File: config.mk
export PLATFORM = sky130hd
export DESIGN_NAME = pipelined_adder
export DESIGN_NICKNAME = d
export VERILOG_FILES = /design/src/rtl/pipelined_adder.sv
export SDC_FILE = /design/constraint.sdc
export NUM_CORES = 1
export LEC_CHECK = 0
export CORE_ASPECT_RATIO = 1.25
export CORE_MARGIN = 2
export CORE_UTILIZATION = 45
export CTS_BUF_LIST = sky130_fd_sc_hd__clkbuf_8
export DETAILED_ROUTE_END_ITERATION = 7
export PLACE_DENSITY = 0.75
export SYNTH_ARGS = -nofsm -noshare
export SYNTH_HDL_FRONTEND = slang
export SYNTH_SLANG_ARGS = --single-unit
File: constraint.sdc
create_clock -name gclk -period 2.5 [get_ports gclk]
set_input_delay 0.25 -clock gclk [delete_from_list [all_inputs] [get_ports gclk]]
set_output_delay 0.25 -clock gclk [all_outputs]
set_load 0.05 [all_outputs]
File: src/rtl/pipelined_adder.sv
// pipelined_adder: chunked carry-chain adder/subtractor with one register
// stage per chunk, operand skew, sum deskew, valid tracking and clock enable.
module pipelined_adder #(
    parameter int WIDTH  = 8,
    parameter int STAGES = 2
) (
    input  logic             gclk,
    input  logic             reset,
    input  logic             ce,
    input  logic             in_valid,
    input  logic             mode,
    input  logic             cin,
    input  logic [WIDTH-1:0] a,
    input  logic [WIDTH-1:0] b,
    output logic             out_valid,
    output logic [WIDTH-1:0] sum,
    output logic             cout,
    output logic             ovf
);
    localparam int CHUNK = WIDTH / STAGES;

    logic [WIDTH-1:0]  b_eff;
    logic              c_eff;
    logic [STAGES-1:0] cy;
    logic [STAGES-1:0] vld_q;

    assign b_eff = mode ? ~b : b;
    assign c_eff = mode ? ~cin : cin;

    always_ff @(posedge gclk) begin
        if (reset) begin
            vld_q <= '0;
        end else if (ce) begin
            vld_q[0] <= in_valid;
            for (int j = 1; j < STAGES; j++) begin
                vld_q[j] <= vld_q[j-1];
            end
        end
    end

    assign out_valid = vld_q[STAGES-1];
    assign cout      = cy[STAGES-1];

    for (genvar k = 0; k < STAGES; k++) begin : g_ch
        localparam int D = STAGES - 1 - k;

        logic [CHUNK-1:0] op_a;
        logic [CHUNK-1:0] op_b;
        logic             cin_k;
        logic [CHUNK:0]   add_d;
        logic [CHUNK-1:0] s_q;
        logic             c_q;

        if (k == 0) begin : g_in
            assign op_a  = a[CHUNK-1:0];
            assign op_b  = b_eff[CHUNK-1:0];
            assign cin_k = c_eff;
        end else begin : g_skew
            // Chunk k waits k cycles for the carry rippling up from below.
            logic [CHUNK-1:0] ska_q [k];
            logic [CHUNK-1:0] skb_q [k];

            always_ff @(posedge gclk) begin
                if (reset) begin
                    for (int j = 0; j < k; j++) begin
                        ska_q[j] <= '0;
                        skb_q[j] <= '0;
                    end
                end else if (ce) begin
                    ska_q[0] <= a[k*CHUNK +: CHUNK];
                    skb_q[0] <= b_eff[k*CHUNK +: CHUNK];
                    for (int j = 1; j < k; j++) begin
                        ska_q[j] <= ska_q[j-1];
                        skb_q[j] <= skb_q[j-1];
                    end
                end
            end

            assign op_a  = ska_q[k-1];
            assign op_b  = skb_q[k-1];
            assign cin_k = cy[k-1];
        end

        assign add_d = {1'b0, op_a} + {1'b0, op_b} + {{CHUNK{1'b0}}, cin_k};

        always_ff @(posedge gclk) begin
            if (reset) begin
                s_q <= '0;
                c_q <= 1'b0;
            end else if (ce) begin
                s_q <= add_d[CHUNK-1:0];
                c_q <= add_d[CHUNK];
            end
        end

        assign cy[k] = c_q;

        if (k == STAGES - 1) begin : g_top
            logic ovf_q;

            always_ff @(posedge gclk) begin
                if (reset) begin
                    ovf_q <= 1'b0;
                end else if (ce) begin
                    ovf_q <= (op_a[CHUNK-1] == op_b[CHUNK-1]) &&
                             (add_d[CHUNK-1] != op_a[CHUNK-1]);
                end
            end

            assign ovf = ovf_q;
        end

        if (D == 0) begin : g_nodsk
            assign sum[k*CHUNK +: CHUNK] = s_q;
        end else begin : g_dsk
            // Lower chunks finish early and are held until the top lands.
            logic [CHUNK-1:0] dsk_q [D];

            always_ff @(posedge gclk) begin
                if (reset) begin
                    for (int j = 0; j < D; j++) begin
                        dsk_q[j] <= '0;
                    end
                end else if (ce) begin
                    dsk_q[0] <= s_q;
                    for (int j = 1; j < D; j++) begin
                        dsk_q[j] <= dsk_q[j-1];
                    end
                end
            end

            assign sum[k*CHUNK +: CHUNK] = dsk_q[D-1];
        end
    end

endmodule

=== Word-level counts from Yosys, hierarchy flattened ===
Memories as Yosys holds them, arrays and structs flattened.
Index checks and enable logic that the tools add are counted.

* Register bits after elaboration: 13
* Memory bits (writable): 12
* Input port bits: 22
* Output and inout bits: 11
* Word-level logic and storage cells: 34
* Memories kept: 3

* Add/subtract/negate cells: 4
* Equal/unequal tests: 2
* Multiplexer cells: 13
* Bitwise gates (word level): 2
* Reductions and logical operators: 4

{| class="wikitable"
|+ Memories
! memory !! words !! bits a word !! read ports !! clocked after memory_dff !! write ports !! line !! source
|-
| g_ch[0].g_dsk.dsk_q || 1 || 4 || 1 || 0 || 1 || 117 || <nowiki>logic [CHUNK-1:0] dsk_q [D];</nowiki>
|-
| g_ch[1].g_skew.ska_q || 1 || 4 || 1 || 0 || 1 || 60 || <nowiki>logic [CHUNK-1:0] ska_q [k];</nowiki>
|-
| g_ch[1].g_skew.skb_q || 1 || 4 || 1 || 0 || 1 || 61 || <nowiki>logic [CHUNK-1:0] skb_q [k];</nowiki>
|}

{| class="wikitable"
|+ Operators by type and width
! cell !! number
|-
| $mux 4 || 3
|-
| $reduce_or 4->1 || 3
|-
| $add 4x4->5 || 2
|-
| $add 5x1->5 || 2
|-
| $mux 1 || 9
|-
| $mux 8 || 1
|-
| $not 8->8 || 1
|-
| $eq 1x1->1 || 1
|-
| $logic_and 1x1->1 || 1
|-
| $ne 1x1->1 || 1
|-
| $not 1->1 || 1
|}

=== Depth between registers and ports, before layout ===
* Depth in word-level cells: 5
* Mapped depth: 7
* Mapped depth without buffers: 6

=== Worst setup path before layout ===
OpenSTA, ideal clock, no wires.

* Kind: input to register
* From: input mode
* To: register g_ch[0].c_q
* Library setup time: 0.134 ns
* Arrival: 1.818 ns
* Slack: 0.549 ns
* Stages: 7
* Path through: buf_2 > xor2_1 > fa_1 > fa_1 > a21o_1 > a21oi_1 > a211oi_1

* Longest elaborated chain between the ends: 3
* Elaborated cells between the ends (all ways): 4
* Those cells by class: 2 x add/sub; 2 x mux

{| class="wikitable"
|+ Ends and longest elaborated chain
! element !! line !! source
|-
| start: declaration || 11 || <nowiki>input logic mode,</nowiki>
|-
| $mux 8 || 27 || <nowiki>assign b_eff = mode ? ~b : b;</nowiki>
|-
| $add 4x4->5 || 84 || <nowiki>assign add_d = {1'b0, op_a} + {1'b0, op_b} + {{CHUNK{1'b0}}, cin_k};</nowiki>
|-
| $add 5x1->5 (*) || 84 ||
|-
| end signal: assignment || 92 || <nowiki>c_q <= add_d[CHUNK];</nowiki>
|-
| end: declaration || 52 || <nowiki>logic c_q;</nowiki>
|}

Mark *: on every way between the ends. The rest lies on a longest branch, timed or not.
A chain may end at the register's enable or synchronous reset.

=== Final worst setup path ===
Ends and elaborated chain as after synthesis.

==> results_tabular.tex <==
\begin{tabular}{lr}
\hline
Metric & Value \\
\hline
\multicolumn{2}{l}{\textbf{STA}} \\
Number of slew-limit violations in the final report & 0 \\
Worst clock skew on the final layout & 3.55 ps \\
Worst-case headroom to the max-slew limit & 66.2\% \\
Portion of the clock cycle consumed by the worst path in the final layout & 85.3\% \\
Transition at the pin with the smallest max-transition slack & 506 ps \\
Fmax & 469 MHz \\
Setup repair after global routing missed its margin & false \\
Accumulated negative setup slack & 0 ps \\
Final hold violation count & 0 \\
Final critical path time including I/O delays and setup & 2130 ps \\
Final-report setup violation count & 0 \\
\multicolumn{2}{l}{\textbf{Synth}} \\
Post-synthesis sequential area ratio & 48.2\% \\
Syn Inst Count & 117 \\
Post-synth design cell area & 1290 µm² \\
Post-synthesis register bit count & 25 \\
Number of synthesis warnings & 0 \\
Mapped Nets & 149 \\
Number of library cell types mapped by synthesis & 30 \\
Average cell area after synthesis & 11.0 µm² \\
\multicolumn{2}{l}{\textbf{Routing}} \\
Post-Route WL & 2.41 mm \\
Average wire per standard cell & 13.2 µm \\
Via count of the routed design & 954 \\
Post-detailed-route DRC marker count & 0 \\
Drt via density & 5.21 \\
Pre-Repair DR Iteration Count & 4 \\
Initial DRC count & 22 \\
Final antenna-violating net count & 0 \\
\multicolumn{2}{l}{\textbf{Global routing}} \\
Wire length of the first global-routing pass & 4.42 mm \\
Pin count of the biggest net entering global routing & 29 \\
Total global-route track usage & 17.4\% \\
Initial antenna violation count & 0 \\
Via count of the first global-routing pass & 1030 \\
Total congestion overflow after global routing & 0 \\
\multicolumn{2}{l}{\textbf{Setup path}} \\
Type of the setup path with the least slack & in2reg \\
Type of origin of the critical path & primary input \\
Worst-path maximum fanout & 4 \\
Data arrival time of the critical path & 2270 ps \\
Required time reported for the critical path endpoint & 2640 ps \\
Worst R2R Setup Slack & 820 ps \\
Endpoint type of the worst setup path & register \\
\multicolumn{2}{l}{\textbf{Hold path}} \\
Class of the worst hold path & reg2reg \\
\multicolumn{2}{l}{\textbf{Placed design}} \\
RePlAce Congestion & 0.739 \\
Total placed instance area & 1640 µm² \\
Count of input and output buffers & 32 \\
Placed wire-length estimate after detailed placement & 1.89 mm \\
\multicolumn{2}{l}{\textbf{CTS}} \\
Number of CTS-inserted buffers & 3 \\
Clock tree from TritonCTS & done \\
Number of buffers between clock root and the deepest sink & 2 \\
Clock input transition at the sequential cells of the worst setup and hold paths & 80 ps \\
Insertion delay to the later sink of the worst-skew pair & 260 ps \\
CTS hold repair buffers & 0 \\
Cell at the root of the clock tree & sky130\_fd\_sc\_hd\_\_clkbuf\_8 \\
Post CTS Setup Buffer Count & 0 \\
Total number of clock tree sinks & 25 \\
H-tree Lvls & 1 \\
Total of cells resized after clock tree synthesis & 0 \\
\multicolumn{2}{l}{\textbf{Floorplanning}} \\
Die width & 51.8 µm \\
Core Box Area & 2710 µm² \\
Die Height & 63.8 µm \\
Overall die area & 3300 µm² \\
Number of rows created at floorplan & 21 \\
Initial standard-cell utilization of the core & 47.5\% \\
Number of ports placed on the die boundary & 33 \\
\multicolumn{2}{l}{\textbf{Finish}} \\
Net count reported at finish & 182 \\
Antenna diode count & 0 \\
Area of all placed cells without fillers & 1680 µm² \\
Growth of design area from synthesis to finish & 30.7\% \\
Fraction of layout instances using a drive strength above 1 & 4.03\% \\
\multicolumn{2}{l}{\textbf{Power and ir drop}} \\
Worst VDD drop & 0.300 mV \\
Power Density & 586 nW/µm² \\
Cell leakage power & 0.709 nW \\
\multicolumn{2}{l}{\textbf{Outcome}} \\
Run status & completed \\
\multicolumn{2}{l}{\textbf{Run}} \\
Reported max-cap violation count & 0 \\
\hline
\end{tabular}
-- stage by stage --
| step | cells | hold slack [ps] | power, mW | utilization (%) | setup slack, ps |
|---|---|---|---|---|---|
| after detailed placement | 179 | 481 | 0.770 | 60.5 | 66.5 |
| after CTS | 183 | 500 | 0.994 | 62.1 | 340 |
| after floorplan | 117 | 397 | 0.672 | - | 549 |
| after global placement | 179 | 464 | 0.756 | 60.5 | 137 |
| after global routing | 183 | 513 | 1.05 | 62.1 | 269 |
| final | 183 | 497 | 0.986 | 62.1 | 367 |
-- flip-flops by register name, summed over array words and instances (netlist names) --
register	cells
g_ch.g_skew.skb_q	4
g_ch.s_q	8
g_ch.g_skew.ska_q	4
ovf	1
cout	1
g_ch.c_q	1
g_ch.g_dsk.dsk_q	4
vld_q	2
-- critical path, cell delays in order --
cell and delay (ps):
sky130_fd_sc_hd__clkdlybuf4s50_1 510, sky130_fd_sc_hd__xor2_1 220, sky130_fd_sc_hd__fa_1 440, sky130_fd_sc_hd__fa_1 430
sky130_fd_sc_hd__a21o_1 190, sky130_fd_sc_hd__a21oi_1 140, sky130_fd_sc_hd__a211oi_1 80
-- worst paths after layout --
check / start / to / depth (start not counted)
max reg2reg: g_ch[1].g_skew.skb_q[0][0] / g_ch[1].s_q[3] / 4
min: g_ch[0].s_q[0] / g_ch[0].s_q[0] / 2
min reg2reg: g_ch[0].s_q[0] / g_ch[0].s_q[0] / 2
max: mode / g_ch[0].c_q / 7
-- where the power goes --
part	internal [mW]	switching, mW	total [mW]
Clock	0.110	0.118	0.228
Combinational	0.123	0.147	0.270
Sequential	0.468	0.0191	0.488
-- cells by family after synthesis --
logic type                 count (synthesis)  share of synthesized area (%)
AOI/OAI and AO/OA                         16                           8.95
xor gates and xnor gates                  11                           7.49
DFF                                       25                           48.2
buffers and inverters                     13                           4.48
muxes                                      6                           4.67
and+or+nand+nor                           36                           14.1
adders and majority gates                 10                           12.1
-- cell usage in the layout (no fill, tap or decap) --
cell type / synthesis / layout
sky130_fd_sc_hd__xnor2_1: 6 / 6
sky130_fd_sc_hd__fa_1: 4 / 4
sky130_fd_sc_hd__nor2b_1: 1 / 1
sky130_fd_sc_hd__clkbuf_8: 0 / 3
sky130_fd_sc_hd__edfxtp_1: 12 / 12
sky130_fd_sc_hd__clkdlybuf4s50_1: 0 / 32
sky130_fd_sc_hd__nand2_1: 5 / 5
sky130_fd_sc_hd__xor2_1: 5 / 5
sky130_fd_sc_hd__ha_1: 6 / 6
sky130_fd_sc_hd__mux2i_1: 6 / 6
sky130_fd_sc_hd__nor4b_1: 1 / 1
sky130_fd_sc_hd__dfxtp_1: 13 / 13
sky130_fd_sc_hd__o21ai_0: 3 / 3
sky130_fd_sc_hd__a21o_1: 3 / 3
sky130_fd_sc_hd__or2_1: 1 / 1
sky130_fd_sc_hd__nand4b_1: 1 / 1
sky130_fd_sc_hd__and3_1: 9 / 9
sky130_fd_sc_hd__o211ai_1: 1 / 1
sky130_fd_sc_hd__nor2_1: 14 / 14
sky130_fd_sc_hd__o311ai_1: 1 / 1
sky130_fd_sc_hd__or3_1: 1 / 1
sky130_fd_sc_hd__a311oi_1: 1 / 1
sky130_fd_sc_hd__o221ai_1: 1 / 1
sky130_fd_sc_hd__a211oi_1: 3 / 3
sky130_fd_sc_hd__nand3_1: 2 / 2
sky130_fd_sc_hd__nor3b_1: 1 / 1
sky130_fd_sc_hd__a2111o_1: 1 / 1
sky130_fd_sc_hd__buf_4: 1 / 3
sky130_fd_sc_hd__a21oi_1: 2 / 2
sky130_fd_sc_hd__inv_1: 6 / 7
-- layer usage --
metal  GRT usage, %  vias up  share of wire [%]
met3           1.17        2                4.1
met1           20.3      456                 39
met4           6.91        0                1.2
met5              0        -                  0
met2           31.8       26                 55
li1               -      470                  -
-- area by class of cell --
class                           instances  area, µm²
Multi-Input combinational cell         79        608
Timing Repair Buffer                   35        343
Inverter                                6       22.5
Clock buffer                            3       41.3
Tap cell                               34       42.5
Clock inverter                          1       3.75
Sequential cell                        25        621
Fill cell                             236       1020
-- cell usage after synthesis (all sizes together) --
library cell | count | area share, %
a2111o | 1 | 0.88
a211oi | 3 | 1.8
a21o | 3 | 1.8
a21oi | 2 | 0.78
a311oi | 1 | 0.68
and3 | 9 | 4.4
buf | 5 | 2.1
clkbuf | 2 | 0.58
dfxtp | 13 | 20
edfxtp | 12 | 28
fa | 4 | 6.2
ha | 6 | 5.8
inv | 6 | 1.8
mux2i | 6 | 4.7
nand2 | 5 | 1.5
nand3 | 2 | 0.78
nand4b | 1 | 0.68
nor2 | 14 | 4.1
nor2b | 1 | 0.49
nor3b | 1 | 0.58
nor4b | 1 | 0.68
o211ai | 1 | 0.58
o21ai | 3 | 1.2
o221ai | 1 | 0.68
o311ai | 1 | 0.68
or2 | 1 | 0.49
or3 | 1 | 0.49
xnor2 | 6 | 4.1
xor2 | 5 | 3.4
Note: power is estimated with default switching activity, not from simulation.
